### config.mk
export PLATFORM = sky130hd
export DESIGN_NAME = ad9517_spi_master
export DESIGN_NICKNAME = d
export VERILOG_FILES = /design/src/rtl/ad9517_pkg.sv /design/src/rtl/ad9517_sclk_gen.sv /design/src/rtl/ad9517_spi_master.sv
export SDC_FILE = /design/constraint.sdc
export NUM_CORES = 1
export LEC_CHECK = 0
export ABC_AREA = 1
export BUFFER_PORTS_ARGS = -buffer_cell sky130_fd_sc_hd__clkbuf_2
export CAP_MARGIN = 40
export CELL_PAD_IN_SITES_DETAIL_PLACEMENT = 1
export CELL_PAD_IN_SITES_GLOBAL_PLACEMENT = 1
export CORE_UTILIZATION = 30
export CTS_CLUSTER_SIZE = 40
export DETAILED_ROUTE_END_ITERATION = 12
export PLACE_DENSITY_LB_ADDON = 0.1
export SLEW_MARGIN = 30
export SYNTH_ARGS = -nofsm -noshare
export SYNTH_HDL_FRONTEND = slang
export SYNTH_SLANG_ARGS = --single-unit
### constraint.sdc
create_clock -name clk -period 5.08 [get_ports clk]
set_input_delay 0.508 -clock clk [delete_from_list [all_inputs] [get_ports clk]]
set_output_delay 0.508 -clock clk [all_outputs]
set_load 0.02 [all_outputs]
### src/rtl/ad9517_pkg.sv
// ad9517_pkg
// Shared definitions for the AD9517 SPI master and its configuration
// sequencer: frame geometry, the serial engine state encoding and the
// expected part ID byte.
package ad9517_pkg;

    // Serial engine states, in the order a frame walks through them.
    typedef enum logic [2:0] {
        IDLE  = 3'd0,
        SETUP = 3'd1,
        SHIFT = 3'd2,
        HOLD  = 3'd3,
        GAP   = 3'd4
    } spi_state_t;

    localparam int FRAME_W = 24;                // instruction + data
    localparam int INSTR_W = 16;                // instruction word width
    localparam int DATA_W  = FRAME_W - INSTR_W; // data byte width
    localparam int RW_BIT  = 23;                // 1 = read, 0 = write

    // Part ID returned by the AD9517 ID register; the sequencer compares
    // the read-back byte against this value.
    localparam logic [7:0] AD9517_ID = 8'h53;

endpackage

### src/rtl/ad9517_sclk_gen.sv
// ad9517_sclk_gen
// Serial clock generator. While enabled it produces a mode-0 SCLK level
// (CLK_DIV clk cycles low, then CLK_DIV cycles high) together with
// one-cycle enables marking the clk edge on which SCLK rises or falls.
// When disabled the divider and the SCLK level are held cleared.
//
// Ports:
//   clk        in  : system clock
//   rst        in  : asynchronous active-high reset
//   en         in  : run the divider (high only while shifting)
//   sclk       out : registered SCLK level, idle low
//   rise_tick  out : high in the cycle whose closing edge raises SCLK
//   fall_tick  out : high in the cycle whose closing edge lowers SCLK
module ad9517_sclk_gen #(
    parameter int CLK_DIV = 4
) (
    input  logic clk,
    input  logic rst,
    input  logic en,
    output logic sclk,
    output logic rise_tick,
    output logic fall_tick
);

    localparam int CNT_W = (CLK_DIV > 1) ? $clog2(CLK_DIV) : 1;

    logic [CNT_W-1:0] div_cnt_reg;
    logic             sclk_reg;
    logic             half_done;

    // Last cycle of the current SCLK half-period.
    assign half_done = en && (div_cnt_reg == CNT_W'(CLK_DIV - 1));
    assign rise_tick = half_done && !sclk_reg;
    assign fall_tick = half_done && sclk_reg;
    assign sclk      = sclk_reg;

    always_ff @(posedge clk or posedge rst) begin
        if (rst) begin
            div_cnt_reg <= '0;
            sclk_reg    <= 1'b0;
        end else if (!en) begin
            div_cnt_reg <= '0;
            sclk_reg    <= 1'b0;
        end else if (half_done) begin
            div_cnt_reg <= '0;
            sclk_reg    <= ~sclk_reg;
        end else begin
            div_cnt_reg <= div_cnt_reg + CNT_W'(1);
        end
    end

endmodule

### src/rtl/ad9517_spi_master.sv
// ad9517_spi_master
// Serial engine between the AD9517 configuration sequencer and the SPI
// pins. A one-cycle write or read pulse latches a 24-bit frame
// (16-bit instruction, 8-bit data), which is shifted out MSB first on a
// mode-0 bus framed by CSN. Bit 23 of the transmitted frame is replaced
// by the read flag. On reads the last 8 bits are captured from SDI and
// presented on o_spi_rd_data with a one-cycle o_spi_rd_valid pulse.
// Every output is a register, so there is no input-to-output path.
//
// Ports:
//   clk             in  : system clock
//   rst             in  : asynchronous active-high reset
//   i_spi_wr_cmd    in  : one-cycle write request (wins over read)
//   i_spi_rd_cmd    in  : one-cycle read request
//   i_spi_wr_data   in  : [23:8] instruction, [7:0] write data
//   o_spi_rd_data   out : last byte read
//   o_spi_rd_valid  out : one-cycle pulse when o_spi_rd_data updates
//   o_spi_busy      out : transaction in progress (SETUP..GAP)
//   o_spi_csn       out : chip select, active low
//   o_spi_sclk      out : serial clock, idle low
//   o_spi_sdo       out : serial data to device SDIO
//   o_spi_sdo_oe    out : SDIO driver enable for 3-wire use
//   i_spi_sdi       in  : serial data from device
module ad9517_spi_master
    import ad9517_pkg::*;
#(
    parameter int CLK_DIV  = 4,
    parameter int CS_SETUP = 2,
    parameter int CS_HOLD  = 2,
    parameter int CS_GAP   = 4
) (
    input  logic                clk,
    input  logic                rst,
    input  logic                i_spi_wr_cmd,
    input  logic                i_spi_rd_cmd,
    input  logic [FRAME_W-1:0]  i_spi_wr_data,
    output logic [DATA_W-1:0]   o_spi_rd_data,
    output logic                o_spi_rd_valid,
    output logic                o_spi_busy,
    output logic                o_spi_csn,
    output logic                o_spi_sclk,
    output logic                o_spi_sdo,
    output logic                o_spi_sdo_oe,
    input  logic                i_spi_sdi
);

    localparam int BIT_W   = 5;
    localparam int PHASE_W = 16;

    spi_state_t          state_reg, state_next;
    logic [BIT_W-1:0]    bit_cnt_reg, bit_cnt_next;
    logic [PHASE_W-1:0]  phase_reg, phase_next;
    logic [FRAME_W-1:0]  tx_reg, tx_next;
    logic [DATA_W-1:0]   rx_reg, rx_next;
    logic                rd_flag_reg, rd_flag_next;
    logic [DATA_W-1:0]   rd_data_reg, rd_data_next;
    logic                rd_valid_reg, rd_valid_next;
    logic                busy_reg, busy_next;
    logic                csn_reg, csn_next;
    logic                sdo_reg, sdo_next;
    logic                sdo_oe_reg, sdo_oe_next;

    logic                rise_tick;
    logic                fall_tick;
    logic                sclk_level;

    ad9517_sclk_gen #(
        .CLK_DIV (CLK_DIV)
    ) u_sclk_gen (
        .clk       (clk),
        .rst       (rst),
        .en        (state_reg == SHIFT),
        .sclk      (sclk_level),
        .rise_tick (rise_tick),
        .fall_tick (fall_tick)
    );

    // ------------------------------------------------------------------
    // Next-state, datapath and output decode
    // ------------------------------------------------------------------
    always_comb begin
        state_next    = state_reg;
        bit_cnt_next  = bit_cnt_reg;
        phase_next    = phase_reg;
        tx_next       = tx_reg;
        rx_next       = rx_reg;
        rd_flag_next  = rd_flag_reg;
        rd_data_next  = rd_data_reg;
        rd_valid_next = 1'b0;

        case (state_reg)
            IDLE: begin
                if (i_spi_wr_cmd || i_spi_rd_cmd) begin
                    // A simultaneous write and read performs the write.
                    rd_flag_next    = ~i_spi_wr_cmd;
                    tx_next         = i_spi_wr_data;
                    tx_next[RW_BIT] = ~i_spi_wr_cmd;
                    rx_next         = '0;
                    bit_cnt_next    = '0;
                    phase_next      = '0;
                    state_next      = SETUP;
                end
            end

            SETUP: begin
                if (phase_reg == PHASE_W'(CS_SETUP - 1)) begin
                    phase_next = '0;
                    state_next = SHIFT;
                end else begin
                    phase_next = phase_reg + PHASE_W'(1);
                end
            end

            SHIFT: begin
                // Only the data-phase bits of a read carry device data.
                if (rise_tick && rd_flag_reg && (bit_cnt_reg >= BIT_W'(INSTR_W))) begin
                    rx_next = {rx_reg[DATA_W-2:0], i_spi_sdi};
                end
                if (fall_tick) begin
                    if (bit_cnt_reg == BIT_W'(FRAME_W - 1)) begin
                        phase_next = '0;
                        state_next = HOLD;
                        if (rd_flag_reg) begin
                            rd_data_next  = rx_reg;
                            rd_valid_next = 1'b1;
                        end
                    end else begin
                        bit_cnt_next = bit_cnt_reg + BIT_W'(1);
                        tx_next      = {tx_reg[FRAME_W-2:0], 1'b0};
                    end
                end
            end

            HOLD: begin
                if (phase_reg == PHASE_W'(CS_HOLD - 1)) begin
                    phase_next = '0;
                    state_next = GAP;
                end else begin
                    phase_next = phase_reg + PHASE_W'(1);
                end
            end

            GAP: begin
                if (phase_reg == PHASE_W'(CS_GAP - 1)) begin
                    phase_next = '0;
                    state_next = IDLE;
                end else begin
                    phase_next = phase_reg + PHASE_W'(1);
                end
            end

            default: begin
                state_next = IDLE;
            end
        endcase

        // Pin values are decoded from the next state so that every pin is
        // registered and changes on the same edge as the state it reflects.
        busy_next   = (state_next != IDLE);
        csn_next    = !((state_next == SETUP) || (state_next == SHIFT) ||
                        (state_next == HOLD));
        sdo_next    = ((state_next == SETUP) || (state_next == SHIFT)) ?
                      tx_next[FRAME_W-1] : 1'b0;
        // On reads the driver is released for the data byte so the device
        // can answer on the shared SDIO line.
        sdo_oe_next = (state_next == SETUP) ||
                      ((state_next == SHIFT) &&
                       !(rd_flag_next && (bit_cnt_next >= BIT_W'(INSTR_W))));
    end

    // ------------------------------------------------------------------
    // State and output registers
    // ------------------------------------------------------------------
    always_ff @(posedge clk or posedge rst) begin
        if (rst) begin
            state_reg    <= IDLE;
            bit_cnt_reg  <= '0;
            phase_reg    <= '0;
            tx_reg       <= '0;
            rx_reg       <= '0;
            rd_flag_reg  <= 1'b0;
            rd_data_reg  <= '0;
            rd_valid_reg <= 1'b0;
            busy_reg     <= 1'b0;
            csn_reg      <= 1'b1;
            sdo_reg      <= 1'b0;
            sdo_oe_reg   <= 1'b0;
        end else begin
            state_reg    <= state_next;
            bit_cnt_reg  <= bit_cnt_next;
            phase_reg    <= phase_next;
            tx_reg       <= tx_next;
            rx_reg       <= rx_next;
            rd_flag_reg  <= rd_flag_next;
            rd_data_reg  <= rd_data_next;
            rd_valid_reg <= rd_valid_next;
            busy_reg     <= busy_next;
            csn_reg      <= csn_next;
            sdo_reg      <= sdo_next;
            sdo_oe_reg   <= sdo_oe_next;
        end
    end

    assign o_spi_rd_data  = rd_data_reg;
    assign o_spi_rd_valid = rd_valid_reg;
    assign o_spi_busy     = busy_reg;
    assign o_spi_csn      = csn_reg;
    assign o_spi_sclk     = sclk_level;
    assign o_spi_sdo      = sdo_reg;
    assign o_spi_sdo_oe   = sdo_oe_reg;

endmodule

==> results of run 1 <==
==> synthesized netlist by cell type <==
cell type,n
or2_2,3
o21ai_1,4
buf_6,1
nor3_2,2
a31o_2,2
o22ai_1,1
inv_2,2
ha_1,4
nand3_2,1
nor3_4,1
o31ai_1,1
o211ai_1,4
nand2_2,3
a21oi_1,17
nand3_1,24
nand2_1,114
nor2_2,3
nor2_4,4
clkbuf_1,4
a22oi_1,22
inv_1,49
nor2_1,39
o21ai_0,28
dfstp_2,1
nor3_1,6
buf_2,7
nand4_4,1
nand4_1,8
o21bai_1,2
dfrtp_1,72
==> where the power goes <==
part	switching [mW]	internal (mW)
Clock	0.258	0.395
Sequential	0.00810	0.596
Combinational	0.0244	0.0138
Total	0.290	1.00
==> cell type report <==
cell class | instances | area, um^2 | share of cell area [%]
sequential | 73 | 1828 | 43.50
multi-input combinational | 294 | 1480 | 35.22
clock buffer | 10 | 239.0 | 5.686
timing repair buffer | 43 | 220.2 | 5.240
inverter | 51 | 191.4 | 4.555
tap | 143 | 178.9 | 4.257
clock inverter | 6 | 65.06 | 1.548
==> worst reg2reg max path: stages (launching register included) <==
cell and delay (ns):
dfrtp_1 0.59, nand4_4 0.24, nor2_4 0.57, o21ai_1 0.18, nor2_2 0.15, inv_2 0.19
nand2_1 0.11, nand2_1 0.06
==> worst min-delay path by stage <==
stage,from,to,slack [ns],depth (start not counted)
final,rst,tx_reg[1],0.23,2
after global placement,u_sclk_gen.div_cnt_reg[0],u_sclk_gen.div_cnt_reg[0],0.43,1
after floorplan,u_sclk_gen.div_cnt_reg[0],u_sclk_gen.div_cnt_reg[0],0.41,1
after CTS,rst,bit_cnt_reg[3],0.26,2
after global routing,rst,tx_reg[23],0.30,2
after detailed placement,u_sclk_gen.div_cnt_reg[0],u_sclk_gen.div_cnt_reg[0],0.43,1
==> placed cells by master, fill, tap and decap left out, types with 6 or more instances in the layout <==
| master | netlist | layout |
|---|---|---|
| nand2_1 | 114 | 114 |
| nand3_1 | 24 | 24 |
| o21ai_0 | 28 | 28 |
| inv_1 | 49 | 48 |
| clkbuf_16 | 0 | 9 |
| nor3_1 | 6 | 6 |
| a22oi_1 | 22 | 22 |
| clkbuf_2 | 0 | 41 |
| nand4_1 | 8 | 8 |
| nor2_1 | 39 | 39 |
| dfrtp_1 | 72 | 72 |
| a21oi_1 | 17 | 17 |
==> metal layers <==
metal | track usage, % | vias up | wire, um
li1 | - | 1491 | -
met1 | 21.82 | 1419 | 4519
met5 | 0 | - | 0
met2 | 23.69 | 33 | 3798
met3 | 3.007 | 7 | 260
met4 | 5.205 | 0 | 101
==> through the flow <==
step,instance area [um^2],hold slack [ns]
2_1_floorplan,3561,0.4084
3_3_place_gp,3899,0.4280
3_5_place_dp,3899,0.4344
4_1_cts,4203,0.2562
5_1_grt,4203,0.3042
6_report,4203,0.2333
==> cell families after synthesis <==
family          Yosys count  share of synthesized area (%)
compound gates           81                          13.67
buf+inv                  63                          7.098
simple gates            209                          26.49
fa+ha+maj                 4                          1.406
flops                    73                          51.34
==> results.sh, run 1 <==
export IMPL_status="finished, violations left"
export IMPL_violations="DRC"
export IMPL_ys_warn_count=0
export IMPL_endpoint="tx_reg[18]"
export IMPL_start_kind="register"
export IMPL_postCtsHoldBufs=0
export IMPL_hp_class="input port to async pin"
export IMPL_cp_max_fo=26
export IMPL_slew_headroom_pct=55.31
export IMPL_drtIter0Drc=149
export IMPL_hpwl_um=6038
export IMPL_ys_seq_area_share_pct=51.34
export IMPL_pre_cts_slack_ns=2.844
export IMPL_diodes=0
export IMPL_setup_tns_ns=0
export IMPL_cp_common_cell="nand2_1"
export IMPL_cap_violations=0
export IMPL_row_count=39
export IMPL_io_pins=43
export IMPL_drc=2
export IMPL_fillerInstances=1410
export IMPL_critical_path_class="register to register"
export IMPL_power_density_nw_per_um2=308.2
export IMPL_drt_antenna_violating_nets=0
export IMPL_synth_top_cell_by_area="dfrtp_1"
export IMPL_r2r_start="state_reg[1]"
export IMPL_final_util_pct=36.50
export IMPL_synth_cells=430
export IMPL_setup_slack_ns=2.859
export IMPL_antenna_found_initial=0
export IMPL_cts_tree="yes"
export IMPL_avgSynthCellArea_um2=8.281
export IMPL_vias_per_cell=4.758
export IMPL_worstPathRequired_ns=5.29
export IMPL_grt_pass1_wl_um=15260
export IMPL_cp_num_cells=7
export IMPL_worst_pin_slew_ns=0.6688
export IMPL_path_cells="nand4_4 -> nor2_4 -> o21ai_1 -> nor2_2 -> inv_2 -> nand2_1 -> nand2_1"
export IMPL_crit_start="state_reg[1]"
export IMPL_worstPathArrival_ns=2.44
export IMPL_numPortBuffers=41
export IMPL_end_kind="register"
export IMPL_vias=2950
export IMPL_cpPeakStageDelay_ns=0.59
export IMPL_crit_buf_inv=1
export IMPL_grt_pass1_vias=3128
export IMPL_hold_viol=0
export IMPL_synthesis_area_um2=3561
export IMPL_dp_cells=604
export IMPL_die_w_um=111.0
export IMPL_p_leak_nw=2.030
export IMPL_start_util_pct=30.92
export IMPL_grt_max_degree=45
export IMPL_largest_reg_flops=24
export IMPL_fin_crit_ns=2.221
export IMPL_gp_congestion=0.7421
export IMPL_worstReg2RegEnd="tx_reg[18]"
export IMPL_post_cts_buffers=0
export IMPL_fin_crit_sh_pct=43.72
export IMPL_clkSinkCount=73
export IMPL_critPathTopFamily="simple AND/OR/NAND/NOR gates"
export IMPL_clock_skew_final_ns=0.007218
export IMPL_fin_cells=620
export IMPL_track_usage_pct=15.47
export IMPL_final_layout_size_suffix_gt1_share_pct=17.40
export IMPL_die_h_um=111.0
export IMPL_synthTopCellsByArea="dfrtp_1 51%, nand2_1 12%, inv_1 5.2%, a22oi_1 4.6%, nor2_1 4.1%"
export IMPL_wirelength_um=8679
export IMPL_rrSetupSlack_ns=2.86
export IMPL_syn_to_final_growth_pct=18.03
export IMPL_fmax_mhz=450.3
export IMPL_critPathSlowestCell="dfrtp_1"
export IMPL_clkTransAtPathRegs_ns=0.06
export IMPL_htreeDepth=3
export IMPL_core_region_area_um2=11520
export IMPL_vdd_drop_max_mv=0.1473
export IMPL_power_mw=1.295
export IMPL_dr_pass1_iters=8
export IMPL_ys_types=30
export IMPL_slew_violations=0
export IMPL_nets=505
export IMPL_synth_seq_cells=73
export IMPL_setup_viol=0
export IMPL_cts_buffers=9
export IMPL_rsz0062_at_grt="false"
export IMPL_overflow=0
export IMPL_cts_root_buf="clkbuf_16"
export IMPL_yosys_area_top_type_share_pct=50.60
export IMPL_die_area_um2=12310
export IMPL_rr_worst_depth=7
export IMPL_avgRoutedWirePerCell_um=14.00
export IMPL_synth_nets=463
export IMPL_cts_resized_gates=0
export IMPL_clock_latency_ns=0.33
export IMPL_clockBufferDepth=2
No activity file was read; power rests on OpenSTA's default activity.
==> run 2: changes to the inputs <==
--- a/config.mk
+++ b/config.mk
@@ -5,7 +5,7 @@
 export SDC_FILE = /design/constraint.sdc
 export NUM_CORES = 1
 export LEC_CHECK = 0
-export ABC_AREA = 1
+export ABC_AREA = 0
 export BUFFER_PORTS_ARGS = -buffer_cell sky130_fd_sc_hd__clkbuf_2
 export CAP_MARGIN = 40
 export CELL_PAD_IN_SITES_DETAIL_PLACEMENT = 1
==> constraint.sdc (replaced) <==
create_clock -name clk -period 2.3 [get_ports clk]
set_input_delay 0.23 -clock clk [delete_from_list [all_inputs] [get_ports clk]]
set_output_delay 0.23 -clock clk [all_outputs]
set_load 0.02 [all_outputs]
==> run 2 against run 1 <==
  * The flow now finishes without violations
  * Combinational power grew to 31 times the previous value
  * Sequential share of layout area is 0.74 points lower
  * Synthesized area is 1.4% lower
  * Global-route usage is 0.053 points higher
  * Utilization is 0.95 points higher
  * Clock skew is 0.00099 ns lower
  * Sequential power grew to 3.4 times the previous value
  * Wire length is 2.6% lower
  * Non-clock buffer count is 21 higher
  * Worst hold slack worse by 0.13 ns
  * Count of clock-buffer cells in the layout is 2 higher
==> results.sh, run 2 <==
export IMPL_status="completed"
export IMPL_fin_crit_ns=2.011
export IMPL_hpwl_um=5847
export IMPL_cpPeakStageDelay_ns=0.57
export IMPL_pre_cts_slack_ns=0.2847
export IMPL_dr_pass1_iters=6
export IMPL_worstPathArrival_ns=2.29
export IMPL_cp_max_fo=16
export IMPL_fmax_mhz=497.3
export IMPL_cap_violations=0
export IMPL_hp_class="input port to register"
export IMPL_final_util_pct=37.44
export IMPL_clockBufferDepth=2
export IMPL_power_density_nw_per_um2=1057
export IMPL_cts_tree="yes"
export IMPL_ys_types=59
export IMPL_post_cts_buffers=0
export IMPL_clkTransAtPathRegs_ns=0.06
export IMPL_path_cells="buf_4 -> or3b_1 -> nor3_4 -> buf_4 -> mux2_2"
export IMPL_dpl_cell_area_um2=3981
export IMPL_final_layout_size_suffix_gt1_share_pct=23.41
export IMPL_whs_ns=0.09903
export IMPL_synthFlopType="dfrtp_1"
export IMPL_cts_resized_gates=0
export IMPL_die_h_um=110.2
export IMPL_synthMostInstantiatedCell="dfrtp_1"
export IMPL_antenna_found_initial=0
export IMPL_async_reset_ff_share_pct=100.0
export IMPL_fin_crit_sh_pct=87.42
export IMPL_io_pins=43
export IMPL_critPathSlowestCell="or3b_1"
export IMPL_clock_latency_ns=0.34
export IMPL_synth_nets=380
export IMPL_setup_tns_ns=0
export IMPL_layout_commonest_cell="dfrtp_1"
export IMPL_power_mw=4.518
export IMPL_clkSinkCount=73
export IMPL_worstPathRequired_ns=2.58
export IMPL_largest_reg_flops=24
export IMPL_synth_top_cell_by_area="dfrtp_1"
export IMPL_vias_per_cell=5.110
export IMPL_ys_warn_count=0
export IMPL_fillerInstances=1313
export IMPL_cp_common_cell="buf_4"
export IMPL_critPathTopFamily="simple AND/OR/NAND/NOR gates"
export IMPL_synth_edf_count=0
export IMPL_seqCellArea_um2=1828
export IMPL_wirelength_um=8455
export IMPL_avgRoutedWirePerCell_um=15.29
export IMPL_grt_pass1_wl_um=14210
export IMPL_vias=2826
export IMPL_final_cell_area_um2=4275
export IMPL_start_kind="register"
export IMPL_htreeDepth=3
export IMPL_synthesis_area_um2=3512
export IMPL_critical_path_class="register to register"
export IMPL_die_w_um=110.2
export IMPL_slew_headroom_pct=51.72
export IMPL_cts_root_buf="clkbuf_16"
export IMPL_drc=0
export IMPL_slew_violations=0
export IMPL_syn_to_final_growth_pct=21.73
export IMPL_yosys_area_top_type_share_pct=51.30
export IMPL_vdd_drop_max_mv=0.4629
export IMPL_synth_seq_cells=73
export IMPL_drt_antenna_violating_nets=0
export IMPL_overflow=0
export IMPL_grt_max_degree=46
export IMPL_final_cell_mix="72 x dfrtp_1, 41 x nand2_1, 41 x clkbuf_2, 34 x inv_1, 30 x o21ai_0"
export IMPL_nets=438
export IMPL_rsz0062_at_grt="false"
export IMPL_dp_cells=536
export IMPL_track_usage_pct=15.52
export IMPL_cts_buffers=9
export IMPL_clock_skew_final_ns=0.006229
export IMPL_avgSynthCellArea_um2=10.12
export IMPL_numPortBuffers=41
export IMPL_die_area_um2=12140
export IMPL_multi_input_area_um2=1448
export IMPL_grt_pass1_vias=2837
export IMPL_synth_cells=347
export IMPL_setup_viol=0
export IMPL_drtIter0Drc=192
export IMPL_p_leak_nw=2.025
export IMPL_synthTopCellsByArea="dfrtp_1 51%, a222oi_1 6.3%, nand2_1 4.4%, o21ai_0 4.3%, inv_1 3.7%"
export IMPL_fin_cells=553
export IMPL_ys_seq_area_share_pct=52.05
export IMPL_end_kind="register"
export IMPL_gp_congestion=0.6933
export IMPL_hold_viol=0
export IMPL_core_region_area_um2=11420
export IMPL_setup_slack_ns=0.2893
export IMPL_worst_pin_slew_ns=0.7234
export IMPL_ys_top_cells_by_count="72 x dfrtp_1, 41 x nand2_1, 35 x inv_1"
export IMPL_diodes=0
export IMPL_row_count=39
export IMPL_crit_buf_inv=2
export IMPL_start_util_pct=30.76
## run 2: final timing paths
| path | to | slack (ns) | depth (start not counted) | from |
|---|---|---|---|---|
| worst min register to register | u_sclk_gen.div_cnt_reg[0] | 0.46 | 1 | u_sclk_gen.div_cnt_reg[0] |
| min in group asynchronous | phase_reg[11] | 0.36 | 3 | rst |
| worst max-delay path | register | 0.29 | 5 | state_reg[2] |
| worst min-delay path | tx_reg[20] | 0.1 | 3 | i_spi_wr_data[20] |
| max in group asynchronous | o_spi_csn | 1.37 | 4 | rst |
| worst max register to register | register | 0.29 | 5 | state_reg[2] |
## run 2: cell families after synthesis
group	synth area share, %
XOR/XNOR	0.9977
multiplexers	0.9974
adder cells (fa/ha/maj)	1.425
flip-flops	52.05
buffers and inverters	6.804
AO/OA/AOI/OAI	18.24
AND/OR/NAND/NOR	19.49
## run 2: cell type report
class	instances	share of cell area (%)
multi-input combinational	222	33.86
clock inverter	4	0.6438
tap	143	4.185
sequential	73	42.76
inverter	35	3.073
clock buffer	12	5.999
timing repair buffer	64	9.482
## run 2: worst register-to-register path, delay by kind of cell (launching register included)
family / cells / cell delay, ns
and+or+nand+nor: 2 / 0.95
buffers and inverters: 2 / 0.45
DFF: 1 / 0.37
muxes: 1 / 0.18
## run 2: report_power, final
part           switching, mW  internal (mW)  total, mW
Sequential             0.361           1.66       2.03
Combinational          0.597          0.576       1.17
Clock                  0.533          0.787       1.32
Total                   1.49           3.03       4.52
## run 2: what timing repair did
item                       4_1_cts  5_1_grt
hold buffers                     1        0
hold endpoints to repair         9        0
setup endpoints to repair        0        0
## run 2: routing by layer
layer / part of all wire (%) / vias up / GRT usage (%)
li1: - / 1375 / -
met1: 51 / 1385 / 22.43
met2: 43 / 53 / 21.61
met3: 4.7 / 13 / 3.880
met4: 1.8 / 0 / 7.049
met5: 0 / - / 0
==> run 3: changes to the inputs <==
--- a/config.mk
+++ b/config.mk
@@ -10,6 +10,7 @@
 export CAP_MARGIN = 40
 export CELL_PAD_IN_SITES_DETAIL_PLACEMENT = 1
 export CELL_PAD_IN_SITES_GLOBAL_PLACEMENT = 1
+export CORE_MARGIN = 2
 export CORE_UTILIZATION = 30
 export CTS_CLUSTER_SIZE = 40
 export DETAILED_ROUTE_END_ITERATION = 12
==> run 3 against run 2 <==
  * Global-route usage fell by 1.3 points
  * Critical path depth up 1
  * Final cell count shrank 0.18%
  * Combinational power barely moved
  * Wire length grew 1.1%
  * Non-clock buffer count shrank 1
  * Via count decreased by 0.28%
  * Worst hold slack better by 0.0067 ns
==> results.sh, run 3 (synthesis gave the netlist of run 2 again) <==
export IMPL_grt_pass1_wl_um=14370
export IMPL_slew_violations=0
export IMPL_track_usage_pct=14.17
export IMPL_drtIter0Drc=196
export IMPL_vias=2818
export IMPL_status="completed"
export IMPL_nets=437
export IMPL_io_pins=43
export IMPL_cpPeakStageDelay_ns=0.58
export IMPL_diodes=0
export IMPL_cap_violations=0
export IMPL_clockBufferDepth=2
export IMPL_die_area_um2=12590
export IMPL_drc=0
export IMPL_htreeDepth=3
export IMPL_cp_max_fo=11
export IMPL_vdd_drop_max_mv=0.3967
export IMPL_fin_crit_ns=1.992
export IMPL_avgRoutedWirePerCell_um=15.49
export IMPL_rsz0062_at_grt="false"
export IMPL_layout_commonest_cell="dfrtp_1"
export IMPL_start_kind="register"
export IMPL_post_cts_buffers=0
export IMPL_worst_pin_slew_ns=0.7181
export IMPL_clkTransAtPathRegs_ns=0.06
export IMPL_row_count=39
export IMPL_vias_per_cell=5.105
export IMPL_slew_headroom_pct=52.07
export IMPL_setup_slack_ns=0.3082
export IMPL_pre_cts_slack_ns=0.3005
export IMPL_final_cell_mix="72 x dfrtp_1, 41 x nand2_1, 41 x clkbuf_2, 34 x inv_1, 30 x o21ai_0"
export IMPL_start_util_pct=30.76
export IMPL_grt_pass1_vias=2878
export IMPL_worstPathRequired_ns=2.57
export IMPL_setup_viol=0
export IMPL_overflow=0
export IMPL_syn_to_final_growth_pct=22.44
export IMPL_whs_ns=0.1057
export IMPL_core_region_area_um2=11420
export IMPL_dr_pass1_iters=5
export IMPL_hpwl_um=5941
export IMPL_worstPathArrival_ns=2.26
export IMPL_drt_antenna_violating_nets=0
export IMPL_clock_skew_final_ns=0.007254
export IMPL_final_util_pct=37.66
export IMPL_setup_tns_ns=0
export IMPL_hp_class="input port to register"
export IMPL_antenna_found_initial=0
export IMPL_hold_viol=0
export IMPL_critPathTopFamily="simple AND/OR/NAND/NOR gates"
export IMPL_die_h_um=112.2
export IMPL_grt_max_degree=26
export IMPL_power_density_nw_per_um2=1087
export IMPL_cts_root_buf="clkbuf_16"
export IMPL_path_cells="buf_4 -> or3b_1 -> nor3_4 -> a211o_2 -> xor2_1 -> and2_1"
export IMPL_final_layout_size_suffix_gt1_share_pct=23.23
export IMPL_die_w_um=112.2
export IMPL_critical_path_class="register to register"
export IMPL_cts_tree="yes"
export IMPL_fin_crit_sh_pct=86.60
export IMPL_clkSinkCount=73
export IMPL_largest_reg_flops=24
export IMPL_fmax_mhz=502.1
export IMPL_critPathSlowestCell="or3b_1"
export IMPL_cts_buffers=9
export IMPL_p_leak_nw=2.042
export IMPL_clock_latency_ns=0.33
export IMPL_end_kind="register"
export IMPL_crit_buf_inv=1
export IMPL_gp_congestion=0.7592
export IMPL_numPortBuffers=41
export IMPL_wirelength_um=8550
[run 3: cell count changes in the layout (fill, tap and decap cells not counted)]
cell        previous run  this run
clkinvlp_4             3         1
bufinv_16              0         1
clkbuf_8               2         3
inv_6                  0         1
clkinv_2               1         0
buf_4                 20        19
[run 3: timing repair]
action                    in CTS  in global routing
hold endpoints to repair      21                  0
hold buffers                   1                  0
resized for setup              0                  0
[run 3: worst reg2reg max path, delay by kind of cell, from the launching register on]
kind / cells / cell delay, ns
AND/OR/NAND/NOR: 3 / 1.00
flip-flops: 1 / 0.38
AO/OA/AOI/OAI: 1 / 0.19
buffers and inverters: 1 / 0.18
XOR/XNOR: 1 / 0.18
[run 3: power by group]
group | switching, mW | internal, mW
combinational | 0.591 | 0.567
clock | 0.541 | 0.933
sequential | 0.379 | 1.66
[run 3: cell type report]
class / count / area (um^2)
Tap cell: 143 / 178.9
Inverter: 35 / 131.4
Timing Repair Buffer: 63 / 397.9
Fill cell: 1332 / 7118
Sequential cell: 73 / 1828
Clock buffer: 13 / 270.3
Clock inverter: 3 / 46.29
Multi-Input combinational cell: 222 / 1448
[run 3: through the flow]
step | area [um^2] | power, mW | std cells
floorplan | 3512 | 2.786 | 347
global placement | 3971 | 3.197 | 535
detailed placement | 3974 | 3.233 | 535
CTS | 4300 | 4.741 | 552
global route | 4300 | 4.994 | 552
finish | 4300 | 4.676 | 552
[run 3: final timing paths]
| path | startpoint | endpoint | slack (ns) | depth (start not counted) |
|---|---|---|---|---|
| setup / recovery | state_reg[2] | o_spi_sdo | 0.31 | 6 |
| hold / removal | i_spi_wr_data[14] | tx_reg[14] | 0.11 | 3 |
| setup reg to reg | state_reg[2] | o_spi_sdo | 0.31 | 6 |
| hold reg to reg | u_sclk_gen.div_cnt_reg[0] | u_sclk_gen.div_cnt_reg[0] | 0.45 | 1 |
| max in group asynchronous | rst | tx_reg[16] | 1.14 | 4 |
| min in group asynchronous | rst | phase_reg[14] | 0.50 | 3 |
[run 3: per-layer routing]
layer	global-route usage (%)	part of all wire, %	vias to the layer above
met5	0	0	-
li1	-	-	1375
met1	20.54	50	1396
met4	5.366	0.94	0
met2	20.48	46	42
met3	3.510	3.2	5
